==> src/rtl/keypad_scanner.sv <==
// 4x4 matrix keypad scanner with whole-scan debounce.
// Emits a hex key code, a one-cycle press strobe and a held level.
`timescale 1ns/1ps
module keypad_scanner #(
   parameter int SCAN_DIV       = 100000,
   parameter int DEBOUNCE_SCANS = 4
) (
   input  logic       clk,
   input  logic       clr,
   input  logic [3:0] row,
   output logic [3:0] col,
   output logic [3:0] key_code,
   output logic       key_valid,
   output logic       key_held
);

   localparam int CW = $clog2(SCAN_DIV);
   localparam logic [CW-1:0] LAST = CW'(SCAN_DIV - 1);
   localparam logic [3:0] DBN = 4'(DEBOUNCE_SCANS);

   typedef enum logic [1:0] {
      R_NONE, R_SINGLE, R_MULTI
   } res_e;

   typedef enum logic [1:0] {
      IDLE, PRESS_WAIT, HELD, RELEASE_WAIT
   } state_e;

   logic [3:0]    row_s1_q, row_s2_q;
   logic [CW-1:0] slot_q;
   logic [1:0]    idx_q;
   res_e          acc_kind_q;
   logic [3:0]    acc_code_q;

   state_e        state_q, state_d;
   logic [3:0]    cnt_q, cnt_d;
   logic [3:0]    cand_q, cand_d;
   logic [3:0]    code_q, code_d;
   logic          valid_q, valid_d;

   logic [3:0]    rows_low;
   logic [1:0]    row_idx;
   res_e          col_kind;
   res_e          scan_kind;
   logic [3:0]    scan_code;
   logic          sample;
   logic          scan_end;

   assign rows_low  = ~row_s2_q;
   assign sample    = (slot_q == LAST);
   assign scan_end  = sample && (idx_q == 2'd3);
   assign col       = ~(4'b0001 << idx_q);
   assign key_code  = code_q;
   assign key_valid = valid_q;
   assign key_held  = (state_q == HELD) || (state_q == RELEASE_WAIT);

   // Two-flop synchroniser for the asynchronous row inputs
   always_ff @(posedge clk) begin
      if (!clr) begin
         row_s1_q <= 4'b1111;
         row_s2_q <= 4'b1111;
      end else begin
         row_s1_q <= row;
         row_s2_q <= row_s1_q;
      end
   end

   // Classify the current column sample and merge it into the scan result
   always_comb begin
      row_idx = 2'd0;
      for (int r = 3; r >= 0; r--) begin
         if (rows_low[r]) row_idx = 2'(r);
      end
      if (rows_low == 4'b0000)   col_kind = R_NONE;
      else if ($onehot(rows_low)) col_kind = R_SINGLE;
      else                        col_kind = R_MULTI;
      scan_kind = acc_kind_q;
      scan_code = acc_code_q;
      if (col_kind != R_NONE) begin
         if (acc_kind_q == R_NONE) begin
            scan_kind = col_kind;
            scan_code = {row_idx, idx_q};
         end else begin
            scan_kind = R_MULTI;
         end
      end
   end

   // Column slot timing and per-scan accumulation
   always_ff @(posedge clk) begin
      if (!clr) begin
         slot_q     <= '0;
         idx_q      <= 2'd0;
         acc_kind_q <= R_NONE;
         acc_code_q <= 4'd0;
      end else if (sample) begin
         slot_q <= '0;
         idx_q  <= idx_q + 2'd1;
         if (scan_end) begin
            acc_kind_q <= R_NONE;
            acc_code_q <= 4'd0;
         end else begin
            acc_kind_q <= scan_kind;
            acc_code_q <= scan_code;
         end
      end else begin
         slot_q <= slot_q + CW'(1);
      end
   end

   // Debounce FSM state register
   always_ff @(posedge clk) begin
      if (!clr) begin
         state_q <= IDLE;
         cnt_q   <= 4'd0;
         cand_q  <= 4'd0;
         code_q  <= 4'd0;
         valid_q <= 1'b0;
      end else begin
         state_q <= state_d;
         cnt_q   <= cnt_d;
         cand_q  <= cand_d;
         code_q  <= code_d;
         valid_q <= valid_d;
      end
   end

   // Debounce FSM next state, evaluated only at scan end
   always_comb begin
      state_d = state_q;
      cnt_d   = cnt_q;
      cand_d  = cand_q;
      code_d  = code_q;
      valid_d = 1'b0;
      if (scan_end) begin
         unique case (state_q)
            IDLE: begin
               if (scan_kind == R_SINGLE) begin
                  cand_d  = scan_code;
                  cnt_d   = 4'd1;
                  state_d = PRESS_WAIT;
               end
            end
            PRESS_WAIT: begin
               if (scan_kind == R_SINGLE) begin
                  if (scan_code == cand_q) begin
                     if (cnt_q + 4'd1 == DBN) begin
                        code_d  = cand_q;
                        valid_d = 1'b1;
                        cnt_d   = 4'd0;
                        state_d = HELD;
                     end else begin
                        cnt_d = cnt_q + 4'd1;
                     end
                  end else begin
                     cand_d = scan_code;
                     cnt_d  = 4'd1;
                  end
               end else begin
                  cnt_d   = 4'd0;
                  state_d = IDLE;
               end
            end
            HELD: begin
               if (scan_kind == R_NONE) begin
                  cnt_d   = 4'd1;
                  state_d = RELEASE_WAIT;
               end
            end
            RELEASE_WAIT: begin
               if (scan_kind == R_NONE) begin
                  if (cnt_q + 4'd1 == DBN) begin
                     cnt_d   = 4'd0;
                     state_d = IDLE;
                  end else begin
                     cnt_d = cnt_q + 4'd1;
                  end
               end else begin
                  cnt_d   = 4'd0;
                  state_d = HELD;
               end
            end
         endcase
      end
   end

endmodule

==> config.mk <==
export PLATFORM = sky130hd
export DESIGN_NAME = keypad_scanner
export DESIGN_NICKNAME = d
export VERILOG_FILES = /design/src/rtl/keypad_scanner.sv
export SDC_FILE = /design/constraint.sdc
export NUM_CORES = 1
export LEC_CHECK = 0
export CAP_MARGIN = 20
export CORE_MARGIN = 4
export CORE_UTILIZATION = 43
export CTS_CLUSTER_DIAMETER = 60
export CTS_CLUSTER_SIZE = 40
export DETAILED_ROUTE_END_ITERATION = 12
export PLACE_DENSITY = 0.74
export SYNTH_ARGS = -nofsm -noshare
export SYNTH_HDL_FRONTEND = slang
export SYNTH_SLANG_ARGS = --single-unit
export TNS_END_PERCENT = 20
==> constraint.sdc <==
create_clock -name clk -period 2.9 [get_ports clk]
set_input_delay 0.725 -clock clk [delete_from_list [all_inputs] [get_ports clk]]
set_output_delay 0.725 -clock clk [all_outputs]
set_load 0.02 [all_outputs]
Word-level counts from Yosys, hierarchy flattened
Index checks and enable logic that the tools add are counted.
{ "op_classes": {"muxes": 32, "reduce_logical": 14, "n_shift": 1, "eq_ne": 16, "n_bitwise": 3, "addsub": 6} }
{ "ops": {"columns": ["cell", "count"], "rows": [
  ["$mux 4", 12],
  ["$mux 2", 16],
  ["$add 17x1->17 const B", 1],
  ["$eq 17x17->1 const B", 1],
  ["$pmux 4 s4", 1],
  ["$reduce_and 5->1", 3],
  ["$ne 3x3->1 const B", 3],
  ["$not 4->4", 2],
  ["$pmux 2 s4", 1],
  ["$pmux 4 s2", 1],
  ["$eq 2x2->1 const B", 3],
  ["$logic_not 2->1", 3],
  ["$ne 2x2->1 const B", 3],
  ["$reduce_and 6->1", 1],
  ["$add 1x1->2", 2],
  ["$add 4x1->4 const B", 1],
  ["$eq 2x1->1 const B", 2],
  ["$eq 4x3->1 const B", 1],
  ["$eq 4x4->1", 1],
  ["$logic_not 4->1", 1],
  ["$reduce_bool 2->1", 2],
  ["$shl 1x2->4 const A", 1],
  ["$add 2x2->3", 1],
  ["$eq 3x1->1 const B", 1],
  ["8 further kinds", 8]
]} }
{ "totals": {"register_bits": 48, "input_bits": 6} }

Logic depth before layout (Yosys ltp)
{ "logic_depth": {"ltp_word": 12, "depth_mapped": 10} }

Worst setup path before layout
OpenSTA, ideal clock, no wires.
{ "synth_timing": {"path_type": "register -> register", "startpoint": "register row_s2_q[0]", "endpoint": "register code_q[0] (netlist: key_code[0])", "t_arrival_ns": 3.079, "setup_slack_ns": -0.251, "path_stages_with_launch": 10, "t_required_ns": 2.828, "path_cell_list": "dfxtp_1 -> fa_1 -> inv_1 -> ha_1 -> ha_1 -> or4b_1 -> o21a_1 -> or3_1 -> nor4_4 -> mux2i_1"} }
{ "synth_between": {"elab_chain_len": 10} }
{ "synth_rtl": {"columns": ["element", "line_no", "text"], "rows": [
  ["start, declared", "29", "logic [3:0] row_s1_q, row_s2_q;"],
  ["start signal, assigned", "64", "row_s2_q <= row_s1_q;"],
  ["$not 4->4 *", "49", "assign rows_low = ~row_s2_q;"],
  ["$add 1x1->2 (not written as such)", "75", "else if ($onehot(rows_low)) col_kind = R_SINGLE;"],
  ["$add 2x2->3 (not written as such)", "75", null],
  ["$eq 3x1->1", "75", null],
  ["$mux 2", "75", null],
  ["$mux 2", "74", "if (rows_low == 4'b0000) col_kind = R_NONE;"],
  ["$reduce_bool 2->1 or $mux 2 (tied branches)", "79, 80", null],
  ["$mux 4 or $mux 2 (tied branches)", "79", "if (col_kind != R_NONE) begin"],
  ["$eq 4x4->1 or $eq 2x1->1 (tied branches)", "146, 145", null],
  ["$reduce_and 5->1 (no line) *", null, null],
  ["end signal, assigned", "123", "code_q <= code_d;"],
  ["end, declared", "38", "logic [3:0] code_q, code_d;"]
]} }
Every way passes the cells marked *; elsewhere a longest branch is shown, timed or not.
A chain may end at the register's enable or synchronous reset.

Final worst setup path
{ "layout_timing": {"startpoint": "register row_s2_q[0]", "endpoint": "register cnt_q[0]"} }
{ "layout_between": {"elab_chain_len": 12} }
{ "layout_rtl": {"columns": ["element", "line_no", "text"], "rows": [
  ["$not 4->4 *", "49", null],
  ["$add 1x1->2 (not written as such)", "75", null],
  ["$add 2x2->3 (not written as such)", "75", null],
  ["$eq 3x1->1", "75", null],
  ["$mux 2", "75", null],
  ["$mux 2", "74", null],
  ["$reduce_bool 2->1", "79", null],
  ["$mux 4", "79", null],
  ["$eq 4x4->1", "146", "if (scan_code == cand_q) begin"],
  ["$mux 4", "146", null],
  ["$mux 4", "145", "if (scan_kind == R_SINGLE) begin"],
  ["$pmux 4 s4", "136", "unique case (state_q)"],
  ["end signal, assigned", "121", "cnt_q <= cnt_d;"],
  ["end, declared", "36", "logic [3:0] cnt_q, cnt_d;"]
]} }
Marked as above.

==> results.sh <==
export IMPL_fmax_mhz=328
export IMPL_io_pins=16
export IMPL_synth_common_cells="dfxtp_1, nand2_1, nor2_1, inv_1, nand3_1"
export IMPL_fin_skew_ps=4.13
export IMPL_grt_max_degree=20
export IMPL_drive_gt1_share_pct=15.2
export IMPL_cts_sinks=48
export IMPL_core_area_um2=5510
export IMPL_slew_viol_final=0
export IMPL_worstSetupPathType="reg -> reg"
export IMPL_drtAntennaViolNets=0
export IMPL_grt_pass1_vias=1934
export IMPL_worstPathMaxFanout=3
export IMPL_cp_start_kind="flop"
export IMPL_drc=0
export IMPL_synth_edf_count=0
export IMPL_place_area_um2=2750
export IMPL_synth_cell_area_um2=2430
export IMPL_cts_buffers=5
export IMPL_rows=27
export IMPL_dieArea_um2=6930
export IMPL_hold_violations=0
export IMPL_fin_nets=319
export IMPL_syn2layout_area_growth_pct=19.6
export IMPL_dr_pass1_iters=4
export IMPL_max_slew_margin_rel_pct=58.0
export IMPL_synth_top_area_share_pct=39.5
export IMPL_max_cap_violations=0
export IMPL_wirelength_um=4860
export IMPL_antenna_found_initial=0
export IMPL_cp_arrival_ps=3260
export IMPL_postCtsHoldBufs=0
export IMPL_place_congestion=0.816
export IMPL_die_x_um=83.3
export IMPL_yosys_warnings=0
export IMPL_hpwl_um=3530
export IMPL_dieHeight_um=83.3
export IMPL_cellLeakagePower_nw=1.05
export IMPL_synth_nets=293
export IMPL_grt_ovfl_total=0
export IMPL_wl_per_cell_um=12.9
export IMPL_min_path_type="reg -> reg"
export IMPL_htreeDepth=2
export IMPL_post_route_min_period_ps=3050
export IMPL_n_antenna_cell=0
export IMPL_final_area_um2=2910
export IMPL_yosysTopAreaCell="dfxtp_1"
export IMPL_synth_main_ff_cell="dfxtp_1"
export IMPL_synth_seq_cells=48
export IMPL_setup_ws_ps=-149
export IMPL_tritoncts="yes"
export IMPL_tightest_slew_ps=624
export IMPL_routed_via_density=5.29
export IMPL_ir_drop_mv=0.298
export IMPL_root_buffer="clkbuf_8"
export IMPL_worst_endpoint_required_ps=3110
export IMPL_report_power_total_w=0.00120
export IMPL_synth_area_top_cells="dfxtp_1, ha_1, nand2_1, nor2_1, xor2_1"
export IMPL_drtIter0Drc=55
export IMPL_cts_clk_slew_worst_paths_ps=90
export IMPL_violations="setup timing"
export IMPL_async_reset_ff_share_pct=0
export IMPL_synth_most_common_cell="dfxtp_1"
export IMPL_synthDistinctLibCells=55
export IMPL_routed_via_count=1982
export IMPL_io_buffers=15
export IMPL_clk_latency_ps=300
export IMPL_finalCritPeriodShare_pct=105
export IMPL_syn_inst=276
export IMPL_status="complete, but fails checks"
export IMPL_setup_viol=9
export IMPL_syn_area_per_cell_um2=8.82
export IMPL_grt_pass1_wl_um=8600
export IMPL_grt_total_usage_pct=14.8
export IMPL_powerDensity_nw_per_um2=412
export IMPL_rsz0062_at_grt="yes"
export IMPL_initial_core_util_pct=44.2
export IMPL_seq_area_frac_synth_pct=39.5
export IMPL_clock_path_buffers=2
export IMPL_critical_path_endpoint_type="flop"
final cells by class:
type,count,area (um2)
tap,72,90.1
timing repair buffer,30,263
sequential,48,963
inverter,21,78.8
multi-input combinational,196,1420
clock buffer,6,82.6
fill,508,2590
clock inverter,2,15.0
critical path, stage by stage (launching register included):
cell and delay (ps):
dfxtp_2 340, fa_1 550, inv_2 50, ha_4 150, ha_4 200, or4b_4 470
o21a_1 220, or3_4 420, a21boi_4 190, o32ai_2 100, a311oi_1 280
per-stage QoR:
stage	utilization, %	std cells	hold slack (ps)	setup slack (ps)	setup TNS (ps)
3_3_place_gp	49.9	366	393	-149	-1070
3_5_place_dp	49.9	366	392	-213	-1720
2_1_floorplan	-	276	386	-137	-837
5_1_grt	52.9	375	433	-278	-2140
6_report	52.9	375	413	-149	-467
4_1_cts	52.2	374	414	-182	-1440
layer usage:
layer / up-vias / routed length [um] / GRT usage (%)
li1: 1021 / - / -
met1: 926 / 2250 / 18.8
met2: 31 / 2370 / 24.3
met3: 4 / 164 / 3.27
met4: 0 / 63 / 5.94
met5: - / 0 / 0
cell usage in the layout (no fill, tap or decap), types with 3 or more instances in the layout:
| cell type | n |
|---|---|
| nand2_1 | 26 |
| clkbuf_8 | 6 |
| ha_1 | 8 |
| buf_4 | 15 |
| or3_1 | 6 |
| a21oi_1 | 11 |
| o21ai_0 | 8 |
| nand4_1 | 7 |
| nand3_1 | 11 |
| xor2_1 | 10 |
| nor2_1 | 24 |
| and3_1 | 3 |
| dfxtp_1 | 46 |
| nand2b_1 | 10 |
| inv_1 | 20 |
| xnor2_1 | 6 |
| or2_2 | 4 |
| nor2b_1 | 3 |
| a211oi_1 | 5 |
| mux2i_1 | 7 |
| o22ai_1 | 3 |
| clkdlybuf4s50_1 | 15 |
repair_timing:
item / CTS / global route
resized for setup: 5 / 5
cloned: 0 / 0
pin swaps: 11 / 9
endpoints found under the setup margin: 14 / 14
buffers inserted: 0 / 1
state kept, by name, indices dropped and copies added, names as in the netlist, 4 cells and up:
name / cells
row_s2_q: 4
slot_q: 17
key_code: 4
cand_q: 4
cnt_q: 4
acc_code_q: 4
row_s1_q: 4
power breakdown:
part | internal [W] | switching, W | total [W]
clock | 0.000193 | 0.000235 | 0.000428
sequential | 0.000667 | 0.00000625 | 0.000674
combinational | 0.0000467 | 0.0000513 | 0.0000979
total | 0.000907 | 0.000293 | 0.00120
path summary, 6_finish.rpt:
check | start | cells past startpoint | slack [ps] | to
max | row_s2_q[0]$_SDFF_PN1_ | 10 | -150 | cnt_q[0]$_SDFFE_PN0P_
min | row_s1_q[3]$_SDFF_PN1_ | 1 | 410 | row_s2_q[3]$_SDFF_PN1_
max reg2reg | row_s2_q[0]$_SDFF_PN1_ | 10 | -150 | cnt_q[0]$_SDFFE_PN0P_
min reg2reg | row_s1_q[3]$_SDFF_PN1_ | 1 | 410 | row_s2_q[3]$_SDFF_PN1_
cells by family after synthesis:
logic type	Yosys count	share of synthesized area, %
AO/OA/AOI/OAI	50	15.5
XOR/XNOR	16	5.76
adder cells (fa/ha/maj)	11	5.96
buffers and inverters	32	4.98
flip-flops	48	39.5
multiplexers	8	3.80
AND/OR/NAND/NOR	111	24.5
Note: power is estimated with default switching activity, not from simulation.
